===== src/rtl/tx_pkg.sv =====
// Shared constants and state type for the DCS transmit interleaver/serializer.
package tx_pkg;

  localparam int unsigned CODED_W = 96;
  localparam int unsigned ROWS    = 8;
  localparam int unsigned COLS    = 12;
  localparam int unsigned SYNC_W  = 16;
  localparam logic [SYNC_W-1:0] SYNC_WORD = 16'hEB90;

  localparam int unsigned CNT_W      = $clog2(CODED_W);
  localparam int unsigned SYNC_IDX_W = $clog2(SYNC_W);

  // Evaluated by the top at elaboration; the matrix must exactly tile the block.
  localparam bit SHAPE_OK = (ROWS * COLS == CODED_W);

  typedef enum logic [1:0] {
    IDLE,
    SYNC,
    DATA
  } tx_state_e;

endpackage


===== src/rtl/tx_block_interleaver.sv =====
// Combinational 8x12 block interleaver: written row-wise in FEC order, read column-wise.
module tx_block_interleaver
  import tx_pkg::*;
(
  input  logic [CODED_W-1:0] block,
  output logic [CODED_W-1:0] ilv
);

  // ilv[j] is output bit j; FEC order index i lives at block[CODED_W-1-i].
  for (genvar j = 0; j < CODED_W; j++) begin : g_map
    localparam int unsigned I = (j % ROWS) * COLS + (j / ROWS);
    assign ilv[j] = block[CODED_W-1-I];
  end

endmodule


===== src/rtl/tx_interleave_serializer.sv =====
// Latches a coded block, interleaves it and sends sync word + data MSB-first on a bit stream.
module tx_interleave_serializer
  import tx_pkg::*;
(
  input  logic               clk,
  input  logic               reset,
  input  logic [CODED_W-1:0] in_data,
  input  logic               in_valid,
  output logic               in_ready,
  output logic               tx_bit,
  output logic               tx_valid,
  input  logic               tx_ready,
  output logic               tx_sof,
  output logic               tx_eof,
  output logic               frame_done,
  output logic               busy
);

  if (!SHAPE_OK) begin : g_shape_check
    $error("tx_interleave_serializer: ROWS*COLS must equal CODED_W");
  end

  tx_state_e          state_q, state_d;
  logic [CNT_W-1:0]   cnt_q, cnt_d;
  logic [CODED_W-1:0] block_q, block_d;
  logic [CODED_W-1:0] ilv;

  logic                  fire_in, fire_tx;
  logic [SYNC_IDX_W-1:0] sync_idx;
  logic in_ready_d, tx_bit_d, tx_valid_d, tx_sof_d, tx_eof_d, frame_done_d, busy_d;

  tx_block_interleaver u_ilv (
    .block (block_q),
    .ilv   (ilv)
  );

  always_comb begin
    // in_ready also gates the cycle right after reset, when state is IDLE but in_ready is 0.
    fire_in      = (state_q == IDLE) && in_ready && in_valid;
    fire_tx      = tx_valid && tx_ready;
    state_d      = state_q;
    cnt_d        = cnt_q;
    block_d      = block_q;
    frame_done_d = 1'b0;

    case (state_q)
      IDLE: begin
        if (fire_in) begin
          state_d = SYNC;
          cnt_d   = '0;
          block_d = in_data;
        end
      end
      SYNC: begin
        if (fire_tx) begin
          if (cnt_q == CNT_W'(SYNC_W - 1)) begin
            state_d = DATA;
            cnt_d   = '0;
          end else begin
            cnt_d = cnt_q + CNT_W'(1);
          end
        end
      end
      DATA: begin
        if (fire_tx) begin
          if (cnt_q == CNT_W'(CODED_W - 1)) begin
            state_d      = IDLE;
            cnt_d        = '0;
            frame_done_d = 1'b1;
          end else begin
            cnt_d = cnt_q + CNT_W'(1);
          end
        end
      end
      default: begin
        state_d = IDLE;
        cnt_d   = '0;
      end
    endcase

    // Outputs are registered, so they are derived from the next state and count.
    sync_idx   = SYNC_IDX_W'(SYNC_W - 1) - cnt_d[SYNC_IDX_W-1:0];
    in_ready_d = (state_d == IDLE);
    busy_d     = (state_d != IDLE);
    tx_valid_d = (state_d != IDLE);
    tx_sof_d   = (state_d == SYNC) && (cnt_d == '0);
    tx_eof_d   = (state_d == DATA) && (cnt_d == CNT_W'(CODED_W - 1));
    case (state_d)
      SYNC:    tx_bit_d = SYNC_WORD[sync_idx];
      DATA:    tx_bit_d = ilv[cnt_d];
      default: tx_bit_d = 1'b0;
    endcase
  end

  always_ff @(posedge clk) begin
    if (reset) begin
      state_q    <= IDLE;
      cnt_q      <= '0;
      block_q    <= '0;
      in_ready   <= 1'b0;
      tx_bit     <= 1'b0;
      tx_valid   <= 1'b0;
      tx_sof     <= 1'b0;
      tx_eof     <= 1'b0;
      frame_done <= 1'b0;
      busy       <= 1'b0;
    end else begin
      state_q    <= state_d;
      cnt_q      <= cnt_d;
      block_q    <= block_d;
      in_ready   <= in_ready_d;
      tx_bit     <= tx_bit_d;
      tx_valid   <= tx_valid_d;
      tx_sof     <= tx_sof_d;
      tx_eof     <= tx_eof_d;
      frame_done <= frame_done_d;
      busy       <= busy_d;
    end
  end

endmodule


===== config.mk =====
export PLATFORM = sky130hd
export DESIGN_NAME = tx_interleave_serializer
export DESIGN_NICKNAME = d
export VERILOG_FILES = /design/src/rtl/tx_pkg.sv /design/src/rtl/tx_block_interleaver.sv /design/src/rtl/tx_interleave_serializer.sv
export SDC_FILE = /design/constraint.sdc
export NUM_CORES = 1
export LEC_CHECK = 0
export CORE_AREA = 2 2 122 124
export DETAILED_ROUTE_END_ITERATION = 10
export DIE_AREA = 0 0 124 126
export PLACE_DENSITY = 0.67
export REMOVE_ABC_BUFFERS = 1
export SYNTH_ARGS = -nofsm -noshare
export SYNTH_HDL_FRONTEND = slang
export SYNTH_SLANG_ARGS = --single-unit

===== constraint.sdc =====
create_clock -name clk -period 5.8 [get_ports clk]
set_clock_uncertainty 0.15 [all_clocks]
set_input_delay 0.87 -clock clk [delete_from_list [all_inputs] [get_ports clk]]
set_output_delay 0.87 -clock clk [all_outputs]
set_load 0.01 [all_outputs]

==> impl_metrics.yaml <==
clocking:
  h-tree-depth: 3
  worstSkewPairLatency_ns: 0.35
  cts_setup_buffers: 0
  ctsHoldBuffers: 0
  cts_tree: "built"
  numCtsBuffers: 9
  cts_resized: 0
  clkTransAtPathRegs_ns: 0.07
  cts_buffer_depth: 2
  cts_num_sinks: 111
  cts-root-buf: "clkbuf_16"
layout:
  multi_input_area_sq_um: 2900
  antenna_cells: 0
  layoutNonFillerInstCount: 930
  fin_area_sq_um: 6780
  drive_gt1_share_pct: 5.76
  regArea_sq_um: 2220
  area_growth_pct: 27.1
  nets: 848
  n_fill_cell: 1472
power_and_ir_drop:
  p_per_area_nw_per_um2: 249
  p_leak_nw: 2.32
  vdd_drop_max_v: 0.000111
synthesis:
  synth.area.mux_share_pct: 12.6
  synth_compound_area_share_pct: 16.5
  yosysUniqueCellTypes: 63
  yosys_most_used_dff: "dfxtp_1"
  yosysWarnings: 0
  synth.area.top_cells: "dfxtp_1 (42%), nand2_1 (15%), mux2i_1 (11%)"
  synth_top_area_share_pct: 41.7
  synth_top_family_by_area: "simple AND/OR/NAND/NOR gates"
  synth_fa_ha_area_share_pct: 1.64
  synthCells: 667
  ys_seq_elements: 111
  seq_area_frac_synth_pct: 41.7
  synth.cell_area_sq_um: 5330
  synth-simple-area-share_pct: 23.0
  synth-xor-area-share_pct: 0.164
  synth_top_cell_by_area: "dfxtp_1"
  syn_avg_cell_area_sq_um: 7.99
  synthArstFlopShare_pct: 0
  synth_edf_count: 0
critical_path:
  start_kind: "input pin"
  cp.required_ns: 5.91
  slowest_delay_ns: 0.76
  crit_path_cell_trace: "clkdlybuf4s50_1 -> a211oi_2 -> nand2_1 -> nand2_2 -> mux2_1 -> o211ai_1 -> a21oi_1 -> a211oi_1 -> or4_1 -> o32ai_2"
  arrival_ns: 4.26
  critical_path.top_delay_family: "simple AND/OR/NAND/NOR gates"
  worst-path-buf-inv: 1
  crit_type: "in -> reg"
  cp_slowest_cell: "nand2_2"
  cp_max_fo: 36
  crit_path_end_kind: "flip-flop"
global_routing:
  grt_overflow_total: 0
  antenna_found_initial: 0
  grt_pass1_vias: 4545
  grt_pass1_wl_mm: 21.7
  grt_max_degree: 97
  grt_use_total_pct: 17.4
timing:
  fin_crit_ns: 4.15
  tns_ns: 0
  relSlewSlack_pct: 27.7
  timing.final.setup_violations: 0
  worst_pin_slew_ns: 1.08
  final_max_slew_viol_count: 0
  hold_viol: 0
  grt_setup_unrepaired: "false"
  clock.fmax_mhz: 241
  final.period_utilization_pct: 71.6
run:
  drv_cap: 0
floorplan:
  die_w_um: 124
  coreArea_sq_um: 14300
  dieArea_sq_um: 15600
  rows: 44
  start_util_pct: 37.2
  die_h_um: 126
  io_pins: 107
route:
  wl_per_cell_um: 14.4
  first_iter_violations: 296
  vias_per_cell: 5.11
  route.detailed.drc: 0
  first_pass_iters: 4
  routed_wl_mm: 13.4
  num_vias: 4753
  final_antenna_net_count: 0
worst_hold_path:
  min_path_type: "reg -> reg"
placed_design:
  gp_congestion: 0.860
  dpl.hpwl_mm: 9.28
  dp_cells: 914
  port_buffers: 106
  postPlaceCellArea_sq_um: 6450
run_status:
  outcome: "finished, final reports clean"
layer usage:
| metal | part of all wire (%) | track usage [%] | routed length (um) | vias to the layer above |
|---|---|---|---|---|
| met2 | 47 | 28.5 | 6280 | 112 |
| met5 | 0 | 0 | 0 | - |
| li1 | - | - | - | 2430 |
| met4 | 1.5 | 4.10 | 194 | 0 |
| met3 | 4.7 | 3.85 | 634 | 21 |
| met1 | 47 | 23.2 | 6240 | 2190 |
cells in the final DEF, fill, tap and decap left out, types with 2 or more instances in the layout:
| cell type | n |
|---|---|
| a21oi_1 | 101 |
| a22oi_1 | 2 |
| a31oi_1 | 3 |
| and2_1 | 3 |
| buf_4 | 4 |
| bufinv_16 | 2 |
| clkbuf_16 | 9 |
| clkdlybuf4s50_1 | 105 |
| clkinv_2 | 2 |
| clkinvlp_4 | 2 |
| dfxtp_1 | 111 |
| ha_1 | 7 |
| inv_1 | 4 |
| inv_2 | 2 |
| mux2_1 | 2 |
| mux2_2 | 2 |
| mux2i_1 | 59 |
| nand2_1 | 218 |
| nand2b_1 | 2 |
| nand3_1 | 12 |
| nand3b_1 | 4 |
| nand4_1 | 6 |
| nor2_1 | 15 |
| nor2_2 | 2 |
| nor2b_1 | 3 |
| nor3_1 | 5 |
| nor4_1 | 4 |
| o211ai_1 | 2 |
| o21ai_0 | 10 |
| o31a_1 | 4 |
| o31ai_1 | 4 |
worst register-to-register path, cell delays in order, from the launching register on:
cell      delay, ns
dfxtp_1        0.43
ha_1           0.34
nor4b_4        0.37
nand2_1        0.16
a22oi_1        0.19
nand2_1        0.42
inv_2          0.41
mux2i_1        0.22
mux2_2         0.17
a211oi_1       0.06
or4_1          0.55
o32ai_2        0.25
cell families (layout without fill, tap and decap cells):
logic type | after synthesis | after routing
fa+ha+maj | 7 | 7
compound gates | 145 | 145
buf+inv | 52 | 131
xor+xnor | 1 | 1
flops | 111 | 111
mux | 65 | 65
simple gates | 286 | 286
path summary, 6_finish.rpt:
| kind | endpoint | from | slack [ns] | depth (start not counted) |
|---|---|---|---|---|
| max | tx_bit | in_valid | 1.65 | 10 |
| min | block_q[8] | block_q[8] | 0.30 | 2 |
| max reg2reg | tx_bit | cnt_q[0] | 1.99 | 11 |
| min reg2reg | block_q[8] | block_q[8] | 0.30 | 2 |
cells in the mapped netlist, types with 5 or more instances:
cell / instances
nand4_1: 6
buf_2: 7
nor3_1: 5
nand2_1: 218
ha_1: 7
o21ai_0: 10
a21oi_1: 101
nand3_1: 13
mux2i_1: 59
dfxtp_1: 111
clkbuf_1: 29
nor2_1: 15
cell type report:
class                           count  share of cell area [%]
Clock buffer                        9                    3.32
Clock inverter                      7                    1.42
Inverter                            6                   0.332
Multi-Input combinational cell    504                    42.8
Sequential cell                   111                    32.8
Tap cell                          184                    3.40
Timing Repair Buffer              109                    16.0
report_power, final:
part / internal (W) / leakage [nW] / switching [W]
Combinational: 0.000106 / 1.27 / 0.000100
Clock: 0.000380 / 0.153 / 0.000282
Sequential: 0.000799 / 0.903 / 0.0000226
flip-flops by register name (all words and copies together), names as in the netlist:
register and count:
tx_eof 1, in_ready 1, tx_bit 1, block_q 96, state_q 2, frame_done 1, tx_sof 1, cnt_q 7
busy 1
through the flow:
| step | worst slack, ns | power, W | hold WS (ns) | utilization, % |
|---|---|---|---|---|
| after floorplan | 1.53 | 0.000928 | 0.276 | - |
| after global placement | 1.36 | 0.00105 | 0.292 | 45.1 |
| after detailed placement | 1.32 | 0.00105 | 0.296 | 45.1 |
| after CTS | 1.67 | 0.00171 | 0.306 | 47.3 |
| after global routing | 1.44 | 0.00176 | 0.323 | 47.3 |
| final | 1.65 | 0.00169 | 0.304 | 47.3 |
(Power assumes the default switching activity.)
